===== config.mk =====
export PLATFORM = sky130hd
export DESIGN_NAME = ps2_scan_decoder
export DESIGN_NICKNAME = d
export VERILOG_FILES = /design/src/rtl/ps2_pkg.sv /design/src/rtl/ps2_evt_fifo.sv /design/src/rtl/ps2_scan_decoder.sv
export SDC_FILE = /design/constraint.sdc
export NUM_CORES = 1
export LEC_CHECK = 0
export BUFFER_PORTS_ARGS = -buffer_cell sky130_fd_sc_hd__buf_2
export CAP_MARGIN = 30
export CORE_MARGIN = 3
export CORE_UTILIZATION = 59
export DETAILED_ROUTE_END_ITERATION = 7
export PLACE_DENSITY = 0.83
export SLEW_MARGIN = 20
export SYNTH_ARGS = -nofsm -noshare
export SYNTH_HDL_FRONTEND = slang
export SYNTH_SLANG_ARGS = --single-unit
export TNS_END_PERCENT = 50

===== constraint.sdc =====
create_clock -name CLK -period 3.2 [get_ports CLK]
set_clock_uncertainty 0.15 [all_clocks]
set_input_delay 0.64 -clock CLK [delete_from_list [all_inputs] [get_ports CLK]]
set_output_delay 0.64 -clock CLK [all_outputs]
set_load 0.1 [all_outputs]

===== src/rtl/ps2_pkg.sv =====
// Shared constants, types and helpers for the PS/2 set-2 scancode decoder.
package ps2_pkg;

    localparam logic [7:0] PS2_F0 = 8'hF0;
    localparam logic [7:0] PS2_E0 = 8'hE0;
    localparam logic [7:0] PS2_E1 = 8'hE1;

    // Keyboard control/response bytes: ACK, BAT ok, resend, echo, errors
    localparam int N_CTL = 6;
    localparam logic [7:0] PS2_CTL_BYTES [N_CTL] = '{8'hFA, 8'hAA, 8'hFE, 8'hEE, 8'h00, 8'hFF};

    // Make+break byte stream the keyboard emits for the Pause key
    localparam logic [7:0] PAUSE_SEQ [0:7] = '{8'hE1, 8'h14, 8'h77, 8'hE1,
                                               8'hF0, 8'h14, 8'hF0, 8'h77};

    typedef enum logic [1:0] {
        S_IDLE = 2'd0,
        S_ACK  = 2'd1,
        S_GAP  = 2'd2
    } byte_state_t;

    typedef struct packed {
        logic [7:0] code;
        logic       brk;
        logic       ext;
        logic       pause;
    } ps2_evt_t;

    // True when b is one of the keyboard control bytes
    function automatic logic is_ctl_byte(input logic [7:0] b);
        logic hit;
        hit = 1'b0;
        for (int i = 0; i < N_CTL; i++) begin
            if (b == PS2_CTL_BYTES[i]) begin
                hit = 1'b1;
            end
        end
        return hit;
    endfunction

    // Error bytes also flush any pending prefix state
    function automatic logic is_err_ctl_byte(input logic [7:0] b);
        return (b == 8'h00) || (b == 8'hFF);
    endfunction

endpackage


===== src/rtl/ps2_evt_fifo.sv =====
// Small synchronous event FIFO with show-ahead head output and sticky overflow.
// Pop is resolved before push, so a full FIFO accepts a push when it is popped
// in the same cycle.
module ps2_evt_fifo #(
    parameter int DEPTH = 4,
    parameter int WIDTH = 11
) (
    input  logic             clk,
    input  logic             srst,
    input  logic             push_i,
    input  logic [WIDTH-1:0] wdata_i,
    input  logic             pop_i,
    output logic [WIDTH-1:0] rdata_o,
    output logic             full_o,
    output logic             empty_o,
    output logic             ovf_o
);

    localparam int AW = $clog2(DEPTH);

    logic [WIDTH-1:0] mem_q [DEPTH];
    logic [AW-1:0]    wr_ptr_q, wr_ptr_d;
    logic [AW-1:0]    rd_ptr_q, rd_ptr_d;
    logic [AW:0]      count_q, count_d;
    logic             ovf_q, ovf_d;
    logic             do_pop, do_push;
    logic             full, empty;

    assign full  = (count_q == (AW+1)'(DEPTH));
    assign empty = (count_q == '0);

    // Pop first; a push then fits if there was room or the pop made room
    assign do_pop  = pop_i && !empty;
    assign do_push = push_i && (!full || do_pop);

    // Pointer, occupancy and overflow next-state
    always_comb begin
        wr_ptr_d = wr_ptr_q;
        rd_ptr_d = rd_ptr_q;
        count_d  = count_q;
        ovf_d    = ovf_q;
        if (do_pop) begin
            rd_ptr_d = rd_ptr_q + AW'(1);
        end
        if (do_push) begin
            wr_ptr_d = wr_ptr_q + AW'(1);
        end
        if (do_push && !do_pop) begin
            count_d = count_q + (AW+1)'(1);
        end else if (do_pop && !do_push) begin
            count_d = count_q - (AW+1)'(1);
        end
        if (push_i && !do_push) begin
            ovf_d = 1'b1;
        end
    end

    // Control registers with synchronous reset
    always_ff @(posedge clk) begin
        if (srst) begin
            wr_ptr_q <= '0;
            rd_ptr_q <= '0;
            count_q  <= '0;
            ovf_q    <= 1'b0;
        end else begin
            wr_ptr_q <= wr_ptr_d;
            rd_ptr_q <= rd_ptr_d;
            count_q  <= count_d;
            ovf_q    <= ovf_d;
        end
    end

    // Storage array; contents need no reset because empty gates the output
    always_ff @(posedge clk) begin
        if (do_push) begin
            mem_q[wr_ptr_q] <= wdata_i;
        end
    end

    // Show-ahead head: the consumer sees the oldest entry without a read cycle
    assign rdata_o = empty ? '0 : mem_q[rd_ptr_q];
    assign full_o  = full;
    assign empty_o = empty;
    assign ovf_o   = ovf_q;

endmodule


===== src/rtl/ps2_scan_decoder.sv =====
// PS/2 set-2 scancode decoder: consumes receiver bytes, resolves F0/E0
// prefixes and the E1 Pause sequence, flags control bytes and queues key events.
module ps2_scan_decoder
    import ps2_pkg::*;
#(
    parameter int FIFO_DEPTH = 4,
    parameter int PAUSE_EN   = 1,
    parameter int DROP_CTL   = 1
) (
    input  logic       CLK,
    input  logic       RST,
    input  logic [7:0] psCode,
    input  logic       dRdy,
    output logic       clrDrdy,
    output logic [7:0] evCode,
    output logic       evBreak,
    output logic       evExt,
    output logic       evPause,
    output logic       evValid,
    input  logic       evReady,
    output logic       ctlSeen,
    output logic       seqErr,
    output logic       ovf
);

    byte_state_t state_q, state_d;
    logic [7:0]  byte_q, byte_d;
    logic        brk_q, brk_d;
    logic        ext_q, ext_d;
    logic [2:0]  pidx_q, pidx_d;
    logic        push_q, push_d;
    ps2_evt_t    evt_q, evt_d;
    logic        ctl_q, ctl_d;
    logic        err_q, err_d;

    ps2_evt_t    head;
    logic        fifo_empty;

    // Byte handshake FSM: latch, acknowledge, then give the receiver a cycle to drop dRdy
    always_comb begin
        state_d = state_q;
        byte_d  = byte_q;
        clrDrdy = 1'b0;
        case (state_q)
            S_IDLE: begin
                if (dRdy) begin
                    byte_d  = psCode;
                    state_d = S_ACK;
                end
            end
            S_ACK: begin
                clrDrdy = 1'b1;
                state_d = S_GAP;
            end
            S_GAP: begin
                state_d = S_IDLE;
            end
            default: begin
                state_d = S_IDLE;
            end
        endcase
    end

    // Byte decode in the acknowledge cycle; results are registered for one cycle
    always_comb begin
        brk_d  = brk_q;
        ext_d  = ext_q;
        pidx_d = pidx_q;
        push_d = 1'b0;
        evt_d  = '0;
        ctl_d  = 1'b0;
        err_d  = 1'b0;
        if (state_q == S_ACK) begin
            if ((PAUSE_EN != 0) && (pidx_q != 3'd0)) begin
                // Inside the Pause sequence every byte must follow the fixed pattern
                if (byte_q == PAUSE_SEQ[pidx_q]) begin
                    if (pidx_q == 3'd7) begin
                        push_d = 1'b1;
                        evt_d  = '{code: PS2_E1, brk: 1'b0, ext: 1'b0, pause: 1'b1};
                        pidx_d = 3'd0;
                    end else begin
                        pidx_d = pidx_q + 3'd1;
                    end
                end else begin
                    pidx_d = 3'd0;
                    err_d  = 1'b1;
                end
            end else if ((PAUSE_EN != 0) && (byte_q == PS2_E1)) begin
                pidx_d = 3'd1;
                brk_d  = 1'b0;
                ext_d  = 1'b0;
            end else if (is_ctl_byte(byte_q)) begin
                ctl_d = 1'b1;
                if (DROP_CTL == 0) begin
                    // Queued like an ordinary code; error bytes carry no prefix
                    push_d = 1'b1;
                    if (is_err_ctl_byte(byte_q)) begin
                        evt_d = '{code: byte_q, brk: 1'b0, ext: 1'b0, pause: 1'b0};
                    end else begin
                        evt_d = '{code: byte_q, brk: brk_q, ext: ext_q, pause: 1'b0};
                    end
                    brk_d = 1'b0;
                    ext_d = 1'b0;
                end else if (is_err_ctl_byte(byte_q)) begin
                    brk_d = 1'b0;
                    ext_d = 1'b0;
                end
            end else if (byte_q == PS2_E0) begin
                // Extend must precede break; F0 E0 is a broken stream
                if (brk_q) begin
                    err_d = 1'b1;
                    brk_d = 1'b0;
                    ext_d = 1'b0;
                end else begin
                    ext_d = 1'b1;
                end
            end else if (byte_q == PS2_F0) begin
                brk_d = 1'b1;
            end else begin
                push_d = 1'b1;
                evt_d  = '{code: byte_q, brk: brk_q, ext: ext_q, pause: 1'b0};
                brk_d  = 1'b0;
                ext_d  = 1'b0;
            end
        end
    end

    // Decoder state and registered pulses
    always_ff @(posedge CLK) begin
        if (RST) begin
            state_q <= S_IDLE;
            byte_q  <= '0;
            brk_q   <= 1'b0;
            ext_q   <= 1'b0;
            pidx_q  <= 3'd0;
            push_q  <= 1'b0;
            evt_q   <= '0;
            ctl_q   <= 1'b0;
            err_q   <= 1'b0;
        end else begin
            state_q <= state_d;
            byte_q  <= byte_d;
            brk_q   <= brk_d;
            ext_q   <= ext_d;
            pidx_q  <= pidx_d;
            push_q  <= push_d;
            evt_q   <= evt_d;
            ctl_q   <= ctl_d;
            err_q   <= err_d;
        end
    end

    ps2_evt_fifo #(
        .DEPTH (FIFO_DEPTH),
        .WIDTH ($bits(ps2_evt_t))
    ) u_fifo (
        .clk     (CLK),
        .srst    (RST),
        .push_i  (push_q),
        .wdata_i (evt_q),
        .pop_i   (evReady),
        .rdata_o (head),
        .full_o  (),
        .empty_o (fifo_empty),
        .ovf_o   (ovf)
    );

    assign evCode  = head.code;
    assign evBreak = head.brk;
    assign evExt   = head.ext;
    assign evPause = head.pause;
    assign evValid = !fifo_empty;
    assign ctlSeen = ctl_q;
    assign seqErr  = err_q;

endmodule


; ---- After elaboration in Yosys (flattened, before gate mapping)
; Memories as Yosys holds them, arrays and structs flattened. A register that Yosys moved wholly into a read port is not among the register bits.
; Cells that the tools add are included.
[classes]
add_sub_neg = 5
n_lt_le_gt_ge = 1
n_eq_ne = 15
muxes = 56
bitwise_logic = 3
reduce_logical = 23
[ops]
columns = cell, n
row1 = $mux W11, 8
row2 = $eq A8 B8 Y1 const B, 8
row3 = $mux W1, 36
row4 = $mux W3, 6
row5 = $mux W8, 2
row6 = $eq A8 B8 Y1, 1
row7 = $logic_not A8 Y1, 1
row8 = $add A3 B1 Y3 const B, 2
row9 = $eq A3 B3 Y1 const B, 2
row10 = $mux W2, 3
row11 = $logic_and A1 B1 Y1, 5
row12 = $add A2 B1 Y2 const B, 2
row13 = $ge A4 B4 Y1 const B, 1
row14 = $logic_not A1 Y1, 4
row15 = $ne A4 B4 Y1 const B, 1
row16 = $not A3 Y4, 1
row17 = $pmux W2 S2, 1
row18 = $reduce_and A2 Y1, 2
row19 = $reduce_and A4 Y1, 1
row20 = $reduce_bool A2 Y1, 2
row21 = $reduce_or A4 Y1, 1
row22 = $logic_not A3 Y1, 1
row23 = $ne A3 B2 Y1 const B, 1
row24 = $reduce_and A3 Y1, 1
row25 = other kinds (8), 10
[word_totals]
register_bits = 37
ram_bits = 44
romBits = 64
input_bits = 12
word_cells = 121
mem_count = 2
[memory_table]
columns = name, words, width, rd, rd_clocked_by_memory_dff, write_ports, line
row1 = (name not given), 8, 8, 1, 0, 0, ps2_scan_decoder.sv:76  ; if (byte_q == PAUSE_SEQ[pidx_q]) begin
row2 = u_fifo.mem_q, 4, 11, 1, 1, 1, ps2_evt_fifo.sv:21  ; logic [WIDTH-1:0] mem_q [DEPTH];

; ---- Logic depth before layout (Yosys ltp)
; Gate-level depths: netlist of run 1.
[logic_depth]
word_depth = 13
mapped_depth = 9
depth_no_buf = 8

; ---- Hierarchy
; From an unflattened synthesis of run 1, not the netlist that was laid out.
[hier_totals]
cells_unflattened = 271
area_unflattened_um2 = 3537.1
[modules_own_cells]
columns = mod, n_inst, cells_each, area_per_inst_um2
row1 = ps2_evt_fifo, 1, 121, 2178.3
row2 = ps2_scan_decoder, 1, 150, 1358.8

; ---- Worst setup path before layout of run 1
; Ideal clock, no wire load.
[synth_timing]
kind = register -> output
start = register u_fifo.count_q[0]
end = output evBreak
arrival_time_ns = 2.404
t_required_ns = 2.410
setup_slack_ns = 0.006
stages_incl_launch_ff = 4
path_buffers = 1
path_cell_list = dfxtp_1 -> or3_1 -> clkbuf_1 -> and2_1
[synth_between]
elab_chain_cells = 2
[synth_rtl]
columns = item, line
row1 = from (decl), ps2_evt_fifo.sv:24  ; logic [AW:0] count_q, count_d;
row2 = from (signal assigned), ps2_evt_fifo.sv:68  ; count_q <= count_d;
row3 = $logic_not A3 Y1, ps2_evt_fifo.sv:30  ; assign empty = (count_q == '0);
row4 = $mux W11, ps2_evt_fifo.sv:81  ; assign rdata_o = empty ? '0 : mem_q[rd_ptr_q];
row5 = to (decl), ps2_scan_decoder.sv:16  ; output logic evBreak,
; No other way between the ends.

==> results of run 1 <==
==> flip-flops by register name (all words and copies together), names as in the netlist, named ones only <==
| name | cells |
|---|---|
| ctlSeen | 1 |
| pidx_q | 3 |
| evt_q | 11 |
| u_fifo.mem_q | 44 |
| state_q | 2 |
| u_fifo.wr_ptr_q | 2 |
| ext_q | 1 |
| byte_q | 8 |
| u_fifo.rd_ptr_q | 2 |
| u_fifo.ovf_o | 1 |
| seqErr | 1 |
| brk_q | 1 |
| push_q | 1 |
| u_fifo.count_q | 3 |
==> area by class of cell <==
type	instances	area [µm²]
Sequential cell	83	2102
Clock inverter	7	58.81
Tap cell	72	90.09
Clock buffer	9	123.9
Inverter	12	45.04
Timing Repair Buffer	29	150.1
Multi-Input combinational cell	166	1297
Fill cell	399	1774
==> per-stage QoR <==
step | hold WS (ns) | instances | util, % | total power [mW] | cell area [µm²]
6_report | 0.3354 | 378 | 68.55 | 3.123 | 3867
5_1_grt | 0.3606 | 378 | 68.55 | 3.263 | 3867
4_1_cts | 0.3351 | 378 | 68.55 | 3.151 | 3867
3_5_place_dp | 0.3129 | 362 | 65.31 | 2.475 | 3685
3_3_place_gp | 0.3014 | 362 | 65.31 | 2.457 | 3685
2_1_floorplan | 0.2883 | 273 | - | 2.306 | 3517
==> worst max path at each step <==
stage | startpoint | slack [ns] | to | cells past startpoint
finish | flip-flop | 0.52 | evCode[5] | 4
global route | u_fifo.count_q[2]$_SDFFE_PP0P_ | 0.38 | u_fifo.count_q[2]$_SDFFE_PP0P_ | 8
CTS | flip-flop | 0.47 | evBreak | 4
detailed placement | evReady | 0.36 | u_fifo.count_q[2]$_SDFFE_PP0P_ | 9
global placement | evReady | 0.49 | u_fifo.count_q[2]$_SDFFE_PP0P_ | 9
floorplan | u_fifo.count_q[0]$_SDFFE_PP0P_ | 0.006 | evBreak | 3
==> power groups by stage <==
stage	logic [mW]	clock network, mW	registers [mW]
3_5_place_dp	1.24	0	1.24
5_1_grt	1.30	0.742	1.22
3_3_place_gp	1.22	0	1.24
6_report	1.23	0.680	1.21
4_1_cts	1.24	0.698	1.21
2_1_floorplan	1.08	0	1.22
==> worst register-to-register path, cell delays in order, from the launching register on <==
cell and delay, ns:
dfxtp_1 0.34, or3_1 0.56, nand2_1 0.18, ha_1 0.19
inv_1 0.07, fa_1 0.43, xor2_1 0.17, or3_1 0.32
a21oi_1 0.16
==> cell families after synthesis <==
family / count (synthesis)
muxes: 20
adders and majority gates: 11
and+or+nand+nor: 97
DFF: 83
AOI/OAI and AO/OA: 30
buffers and inverters: 24
xor gates and xnor gates: 8
==> placed cells by master, fill, tap and decap left out, drive strengths merged, types with 2 or more instances in the layout <==
cell and n:
nor2b 3, nand4 5, or3 2, ha 10, nor4b 2, nand2b 5, a21oi 9, clkbuf 9
mux2i 9, inv 16, nor3 3, o21ai 5, mux4 11, edfxtp 44, buf 29, and2 21
and3 6, dfxtp 39, nand2 7, xnor2 3, nor2 30, a31oi 3, nand3 3, clkinvlp 2
xor2 5, a32o 2, a41oi 2, nor4 6
==> routing by layer <==
metal	track usage, %	vias to the layer above
met5	0	-
met4	9.064	0
met3	3.869	11
met2	30.47	54
met1	23.89	1003
li1	-	1055
==> metrics.md, run 1 <==
| Metric | Value |
|---|---|
| Mapped Cells | `273` |
| Switching Share | `44.06%` |
| Power per cell area | `807.5 nW/µm²` |
| Crit. End Element | `primary output` |
| Slowest cell on crit path | `mux4_2` |
| TritonRoute pass-1 iters | `4` |
| Setup bufs post-CTS | `0` |
| Max layer used | `met4` |
| Worst Hold Class | `reg2reg` |
| Switch Pwr | `1.376 mW` |
| Ys async rst share | `0%` |
| CP required | `2.41 ns` |
| Number of diodes | `0` |
| Clock Path Buffers | `2` |
| Seq/Total Area, Yosys | `59.77%` |
| Syn. warnings | `0` |
| Critical path, cell by cell | `buf_4 > mux4_2 > and2_1 > buf_2` |
| Synth cell types | `49` |
| Metal2 WL | `2919 µm` |
| R2R Path Start | `u_fifo.count_q[2]$_SDFFE_PP0P_` |
| VDD IR max | `0.0006244 V` |
| Post-synth top area share | `37.57%` |
| Pins over their slew limit | `0` |
| Outcome | `finished, final reports clean` |
| Largest family of logic cells by synthesized area | `simple AND/OR/NAND/NOR gates` |
| GP Congestion | `0.8666` |
| Synthesized area per cell | `12.88 µm²` |
| Setup Slack @ Placement | `0.3639 ns` |
| Clk_lat worst skew | `0.35 ns` |
| Num Clock Sinks | `83` |
| Clock network power share | `21.8%` |
| Post-synth EDFFs | `44` |
| Worst r2r path cells | `8` |
| Layout cells sized above 1 | `19.61%` |
| Compound-gate portion of the synthesized area | `5.799%` |
| Initial antenna violation count | `0` |
| Routed vias/inst | `5.616` |
| Hold-fix buffers, CTS | `0` |
| Fmax | `0.3726 GHz` |
| Post-Synth Adder-Cell Area | `4.127%` |
| Yosys reg bits | `83` |
| CP delay by family, top | `multiplexers` |
| Flop pwr share | `38.9%` |
| Drt total wl | `5856 µm` |
| Largest net degree at the start of global routing | `25` |
| Starting Density | `62.34%` |
| Clock transition at the registers of the reported paths | `0.09 ns` |
| Drt wl/cell | `15.49 µm` |
| Post-synthesis mux area share | `9.605%` |
| First-pass GRT wire length | `10100 µm` |
| Maximum fanout along the worst path | `11` |
| CP Launch Type | `flip-flop` |
| H-tree depth | `3` |
| R2R Setup Slk | `0.57 ns` |
| CTS tree | `done` |
| DR iter-0 viols | `72` |
| Mapped cell area | `3517 µm²` |
| Cells on Worst Hold Path | `0` |
| Total gr overflow | `0` |
| RR Endpoint | `u_fifo.count_q[2]$_SDFFE_PP0P_` |
| Final-stage net count | `324` |
| Hold Vio Cnt, Final | `0` |
| Max stage delay on crit path | `0.54 ns` |
| Worst Path Class, Setup | `reg2out` |
| Leading area contributor after synthesis | `edfxtp_1` |
| Met3 WL | `271 µm` |
| P_leak | `1.448 nW` |
| Xor/xnor share of the synthesized area | `1.992%` |
| Total CTS buffers | `9` |
| Syn Nets | `296` |
| WL met1 | `2542 µm` |
| Die width | `83.21 µm` |
| Vias in the first global route | `2097` |
| Post-synth top cells | `44 x edfxtp_1, 39 x dfxtp_1, 30 x nor2_1` |
| Simple-Gate Fraction of Synth Area | `15.37%` |
| Critical Path AT | `1.89 ns` |
| Setup violations, final | `0` |
| Post-CTS Resized | `0` |
| Rel. slew slack | `62.13%` |
| ANT nets after route | `0` |
| Area contributors post-synth | `edfxtp_1 38%, dfxtp_1 22%, mux4_2 7.0%` |
| Area Growth Syn to Fin | `9.961%` |
| Fin crit period | `2.684 ns` |
| Ys flop type | `edfxtp_1` |
| I/O pins | `28` |
| Die ar. | `6924 µm²` |
| Core ar. | `5642 µm²` |
| Pint | `1.747 mW` |
| Max Cap Viol | `0` |
| Port bufs | `27` |
| Hold path endpoint | `u_fifo.mem_q[2][2]$_DFFE_PP_` |
| Routed vias | `2123` |
| Unrepaired setup endpoints after global routing | `no` |
| Final period utilization | `83.87%` |
| Comb pwr share | `39.4%` |
| Rows | `27` |
| Hpwl dp | `4120 µm` |
| Crit path buffers/inverters | `2` |
| Worst Slack Setup Final | `0.5161 ns` |
| Die Ht | `83.21 µm` |
| Setup TNS | `0 ns` |
| Root buf cell | `clkbuf_8` |
| Actual slew at the worst max-slew pin | `0.5680 ns` |
| Hold path start | `evt_q[2]$_SDFF_PP0_` |
| Total GRT Usage | `18.71%` |
| DRC violations left | `0` |
| Most frequent cell after synthesis | `edfxtp_1` |
(Power assumes the default switching activity.)
==> run 2: changes to the inputs <==
Settings changed: CORE_UTILIZATION 59 to 53, PLACE_DENSITY 0.83 to 0.79.
Clock period 3.2 ns to 2.25 ns, I/O delays scaled along.
==> run 2 against run 1 <==
  * The flow now finishes with violations (negative setup slack)
  * Utilization down 1.5 points
  * Hold slack worse by 0.17 ns
  * Die area up 10%
  * Critical path depth unchanged
  * Combinational power up 100%
  * Final cell count up 5.6%
==> metrics.md, run 2 (same netlist as run 1, synthesis figures left out) <==
| Metric | Value |
|---|---|
| Clock Path Buffers | `2 (unchanged)` |
| Worst Slack Setup Final | `-0.07314 ns (-0.5893 ns)` |
| Final-stage net count | `340 (+4.9%)` |
| Total gr overflow | `0 (unchanged)` |
| Final period utilization | `103.3%` |
| Unrepaired setup endpoints after global routing | `yes` |
| Most common cell after layout, fill and taps aside | `edfxtp_1` |
| I/O pins | `28 (unchanged)` |
| Power, Total | `5.327 mW (+71%)` |
| Setup violations, final | `11 (+11)` |
| Crit path top cell by count | `buf_12` |
| Die ar. | `7649 µm² (+10%)` |
| Critical path, cell by cell | `buf_12 > mux4_2 > and2_4 > buf_12` |
| Hold Vio Cnt, Final | `0 (unchanged)` |
| Pins over their slew limit | `0 (unchanged)` |
| P_leak | `1.613 nW (+11%)` |
| Core ar. | `6386 µm² (+13%)` |
| R2R Path Start | `u_fifo.count_q[0]$_SDFFE_PP0P_` |
| Hold path start | `RST` |
| ANT nets after route | `0 (unchanged)` |
| Dpl cells | `382 (+5.5%)` |
| Finished Layout Cells | `399 (+5.6%)` |
| Total CTS buffers | `9 (unchanged)` |
| Fin crit period | `2.323 ns` |
| Critical Path AT | `1.72 ns (-0.17 ns)` |
| H-tree depth | `3 (unchanged)` |
| Routed vias/inst | `5.526 (-1.6%)` |
| Rel. slew slack | `60.63% (-1.5 points)` |
| # fillers | `472 (+18%)` |
| Fmax | `0.4305 GHz` |
| Number of flip-flops in the largest register | `44 (unchanged)` |
| Total GRT Usage | `18.65% (-0.053 points)` |
| Max Cap Viol | `0 (unchanged)` |
| Hold-fix buffers, CTS | `0 (unchanged)` |
| Setup TNS | `-0.5993 ns (-0.5993 ns)` |
| First-pass GRT wire length | `10780 µm (+6.8%)` |
| Worst r2r path cells | `8 (unchanged)` |
| Initial antenna violation count | `0 (unchanged)` |
| GP Congestion | `0.8534 (-1.5%)` |
| Failing checks | `negative setup slack` |
| Drt wl/cell | `16.27 µm (+5.0%)` |
| VDD IR max | `0.001475 V (+140%)` |
| Most flops, register | `u_fifo.mem_q` |
| Worst Path Class, Setup | `reg2out` |
| Layout cells sized above 1 | `28.88% (+9.3 points)` |
| Hpwl dp | `4451 µm (+8.0%)` |
| Vias in the first global route | `2214 (+5.6%)` |
| TritonRoute pass-1 iters | `4 (unchanged)` |
| Die Ht | `87.46 µm (+5.1%)` |
| Power per cell area | `1244 nW/µm² (+54%)` |
| DRC violations left | `0 (unchanged)` |
| Outcome | `complete, but fails checks` |
| Biggest regs | `u_fifo.mem_q x44, evt_q x11, byte_q x8` |
| Die width | `87.46 µm (+5.1%)` |
| Port bufs | `27 (unchanged)` |
| Slowest cell on crit path | `mux4_2` |
| RR Endpoint | `u_fifo.count_q[2]$_SDFFE_PP0P_` |
| Crit. End Element | `primary output` |
| Starting Density | `55.07% (-7.3 points)` |
| Hold path endpoint | `pidx_q[2]$_SDFFE_PP0P_` |
| Num Clock Sinks | `83 (unchanged)` |
| CTS tree | `done` |
| Root buf cell | `clkbuf_8` |
| Rows | `29 (+7.4%)` |
| Cells on Worst Hold Path | `2 (+2)` |
| Largest net degree at the start of global routing | `22 (-12%)` |
| Actual slew at the worst max-slew pin | `0.5905 ns (+0.02252 ns)` |
| R2R Setup Slk | `0.03 ns (-0.54 ns)` |
| Most frequent cells in the layout | `44 x edfxtp_1, 36 x dfxtp_1, 30 x nor2_1` |
| Routed vias | `2205 (+3.9%)` |
| Maximum fanout along the worst path | `6 (-5)` |
| Area Growth Syn to Fin | `21.77%` |
| Clock transition at the registers of the reported paths | `0.09 ns (about the same)` |
| WHS | `0.1651 ns (-0.1703 ns)` |
| Number of diodes | `0 (unchanged)` |
| Worst Hold Class | `in2reg` |
| CP Launch Type | `flip-flop` |
| Max stage delay on crit path | `0.51 ns (-0.03 ns)` |
| Clk_lat worst skew | `0.35 ns (about the same)` |
| Drt total wl | `6492 µm (+11%)` |
| CP required | `1.65 ns (-0.76 ns)` |
| DR iter-0 viols | `100 (+39%)` |
run 2: changes by cell type in the layout (fill, tap and decap cells not counted), sizes merged:
cell	before	now
buf	29	45
inv	16	14
bufinv	0	1
clkbuf	9	10
clkinv	1	2
clkinvlp	2	1
run 2: repair_timing:
item,in CTS,in global routing
pin swaps,9,3
setup endpoints to repair,12,16
resized for setup,52,1
setup buffers,0,0
cloned,1,0
run 2: metrics by stage:
step	instance area (µm²)	utilization (%)	setup WS, ns
2_1_floorplan	3552	-	0.002151
3_3_place_gp	3891	60.93	-0.03520
3_5_place_dp	3891	60.93	-0.1190
4_1_cts	4282	67.05	-0.09612
5_1_grt	4283	67.07	-0.1295
6_report	4283	67.07	-0.07314
run 2: power breakdown:
part           switching, mW  leakage (nW)  internal (mW)
Clock                  0.552        0.0975          0.525
Sequential            0.0782         0.709           1.66
Combinational           1.49         0.807           1.02
run 2: final cells by class:
class                   instances  area, µm²  share of cell area (%)
clock inverters                 6      72.57                   1.694
multi-input cells             166       1353                   31.58
inverters                      12      45.04                   1.052
well taps                      77      96.34                   2.249
clock buffers                  10      127.6                   2.980
repair buffers                 45      480.5                   11.22
flip-flops and latches         83       2108                   49.23
run 2: how the worst max path moves through the flow:
stage | from | to | slack (ns) | cells after the start
after floorplan | u_fifo.count_q[0]$_SDFFE_PP0P_ | evBreak | 0.002 | 3
after detailed placement | evReady | u_fifo.count_q[2]$_SDFFE_PP0P_ | -0.12 | 9
after global placement | evReady | u_fifo.count_q[2]$_SDFFE_PP0P_ | -0.04 | 9
final | flip-flop | evCode[6] | -0.07 | 4
after global routing | flip-flop | evCode[6] | -0.13 | 4
after CTS | flip-flop | evCode[6] | -0.1 | 4
run 2: critical path: cells and delay by family (launching register included):
family	cells	cell delay, ns
buf+inv	2	0.30
flops	1	0.40
mux	1	0.51
simple gates	1	0.16
run 2: metal layers:
| metal | share of wire [%] | wire (µm) | up-vias | track usage (%) |
|---|---|---|---|---|
| li1 | - | - | 1075 | - |
| met1 | 45 | 2944 | 1053 | 23.89 |
| met2 | 48 | 3132 | 66 | 30.68 |
| met3 | 4.8 | 310 | 11 | 4.636 |
| met4 | 1.6 | 104 | 0 | 6.834 |
| met5 | 0 | 0 | - | 0 |
==> run 3: changes to the inputs <==
Settings changed: CELL_PAD_IN_SITES_DETAIL_PLACEMENT set to 0, CELL_PAD_IN_SITES_GLOBAL_PLACEMENT set to 1, CORE_UTILIZATION 53 to 44.
==> run 3 against run 2 <==
  * The flow still finishes with violations (negative setup slack)
  * Power is 2.6% higher
  * Utilization is 8.9 points lower
  * Critical path depth stayed put
  * Register-to-register slack better by 0.06 ns
  * Flip-flop and latch count stayed put
  * Via count is 1.0% lower
  * Count of clock-buffer cells in the layout is 2 higher
  * Clock power is 14% higher
  * First-iteration DRC count is 31% lower
  * Sequential power hardly changed
  * Combinational power hardly changed
  * Largest power group unchanged
==> metrics.md, run 3 (same netlist as run 1, synthesis figures left out) <==
| Metric | Value |
|---|---|
| Pins over their slew limit | `0 (unchanged)` |
| CP required | `1.65 ns (about the same)` |
| Rel. slew slack | `60.77% (+0.14 points)` |
| Outcome | `complete, but fails checks` |
| Starting Density | `46.98% (-8.1 points)` |
| Multi-input logic area | `1353 µm² (unchanged)` |
| Met3 WL | `211 µm (-32%)` |
| Worst Slack Setup Final | `-0.04584 ns (+0.02730 ns)` |
| Final period utilization | `102.0% (-1.2 points)` |
| Port bufs | `27 (unchanged)` |
| Hold Vio Cnt, Final | `0 (unchanged)` |
| Final-stage net count | `342 (+0.59%)` |
| Layout cells sized above 1 | `28.40% (-0.49 points)` |
| Number of flip-flops in the largest register | `44 (unchanged)` |
| DR iter-0 viols | `69 (-31%)` |
| Number of diodes | `0 (unchanged)` |
| CTS tree | `done` |
| Area Growth Syn to Fin | `23.91%` |
| Total CTS buffers | `9 (unchanged)` |
| First-pass GRT wire length | `10660 µm (-1.1%)` |
| WL met1 | `2973 µm (+0.99%)` |
| Metal2 WL | `3128 µm (-0.13%)` |
| Die ar. | `9102 µm² (+19%)` |
| Routed vias | `2183 (-1.0%)` |
| Total gr overflow | `0 (unchanged)` |
| Sequential cell area | `2107 µm² (about the same)` |
| Max Cap Viol | `0 (unchanged)` |
| GP Congestion | `0.8059 (-5.6%)` |
| CP Launch Type | `flip-flop` |
| Routed vias/inst | `5.161 (-6.6%)` |
| Fin util | `58.21% (-8.9 points)` |
| Crit. End Element | `primary output` |
| Clock Path Buffers | `2 (unchanged)` |
| Power per cell area | `1254 nW/µm² (+0.81%)` |
| Vias in the first global route | `2195 (-0.86%)` |
| Fin crit period | `2.296 ns (-0.02730 ns)` |
| VDD IR max | `0.0005884 V (-60%)` |
| Largest net degree at the start of global routing | `23 (+4.5%)` |
| Setup violations, final | `11 (unchanged)` |
| Max layer used | `met4` |
| Rows | `31 (+6.9%)` |
| Worst Path Class, Setup | `reg2out` |
| Hpwl dp | `4350 µm (-2.3%)` |
| Most flops, register | `u_fifo.mem_q` |
| Most frequent cells in the layout | `44 x edfxtp_1, 37 x dfxtp_1, 30 x nor2_1` |
| Core ar. | `7486 µm² (+17%)` |
| Critical Path AT | `1.70 ns (-0.02 ns)` |
| Total GRT Usage | `15.57% (-3.1 points)` |
| Failing checks | `negative setup slack` |
| Num Clock Sinks | `83 (unchanged)` |
| Power, Total | `5.464 mW (+2.6%)` |
| Unrepaired setup endpoints after global routing | `yes` |
| # fillers | `599 (+27%)` |
| I/O pins | `28 (unchanged)` |
| ANT nets after route | `0 (unchanged)` |
| Die width | `95.41 µm (+9.1%)` |
| Drt wl/cell | `15.05 µm (-7.5%)` |
| DRC violations left | `0 (unchanged)` |
| Setup Slack @ Placement | `-0.07516 ns (+0.04388 ns)` |
| Clock transition at the registers of the reported paths | `0.08 ns (about the same)` |
| Clk_lat worst skew | `0.34 ns (about the same)` |
| Worst Hold Class | `in2reg` |
| Most common cell after layout, fill and taps aside | `edfxtp_1` |
| Actual slew at the worst max-slew pin | `0.5884 ns (-0.002082 ns)` |
| TritonRoute pass-1 iters | `4 (unchanged)` |
| H-tree depth | `3 (unchanged)` |
| Initial antenna violation count | `0 (unchanged)` |
| Fmax | `0.4356 GHz (+1.2%)` |
| Drt total wl | `6366 µm (-1.9%)` |
| Die Ht | `95.41 µm (+9.1%)` |
| Root buf cell | `clkbuf_8` |
| Biggest regs | `u_fifo.mem_q x44, evt_q x11, byte_q x8` |
| Maximum fanout along the worst path | `6 (unchanged)` |
| P_leak | `1.641 nW (+1.7%)` |
==> run 3: final cells by class <==
cell class | instances | share of cell area, %
tap | 99 | 2.842
timing repair buffer | 47 | 11.37
sequential | 83 | 48.35
clock buffer | 12 | 3.101
inverter | 12 | 1.034
multi-input combinational | 166 | 31.04
clock inverter | 4 | 2.268
==> run 3: per-stage QoR <==
stage | cells | TNS, ns | instance area [µm²] | hold slack (ns)
global route | 423 | -1.000 | 4358 | 0.1962
CTS | 422 | -0.6203 | 4348 | 0.1728
floorplan | 273 | 0 | 3552 | 0.2883
finish | 423 | -0.2654 | 4358 | 0.1868
detailed placement | 405 | -0.07516 | 3926 | 0.3160
global placement | 405 | -0.04389 | 3926 | 0.3015
==> run 3: what timing repair did <==
action,4_1_cts,5_1_grt
gates resized for setup,51,1
pin swaps,9,2
cloned,1,0
endpoints found under the setup margin,12,14
buffers inserted,0,1
hold buffers,0,0
==> run 3: where the power goes <==
| part | internal, mW | switching [mW] | total [mW] |
|---|---|---|---|
| Combinational | 1.02 | 1.48 | 2.50 |
| Clock | 0.741 | 0.487 | 1.23 |
| Sequential | 1.66 | 0.0779 | 1.74 |
| Total | 3.42 | 2.05 | 5.46 |
==> run 3: worst paths after layout <==
check / from / endpoint / slack (ns) / cells past startpoint
hold reg to reg: u_fifo.ovf_o$_SDFFE_PP0P_ / u_fifo.ovf_o$_SDFFE_PP0P_ / 0.33 / 2
setup reg to reg: u_fifo.count_q[0]$_SDFFE_PP0P_ / u_fifo.count_q[2]$_SDFFE_PP0P_ / 0.09 / 8
setup / recovery: flip-flop / evCode[0] / -0.05 / 4
hold / removal: psCode[0] / byte_q[0]$_SDFFE_PP0P_ / 0.19 / 3
==> run 3: metal layers <==
layer | vias to the layer above | track usage [%]
met2 | 35 | 25.36
li1 | 1085 | -
met4 | 0 | 5.450
met3 | 5 | 3.236
met1 | 1058 | 20.72
met5 | - | 0
==> run 3: critical path: stages, from the launching register on <==
cell     delay (ns)
dfxtp_4        0.39
buf_12         0.14
mux4_2         0.51
and2_4         0.16
buf_12         0.16
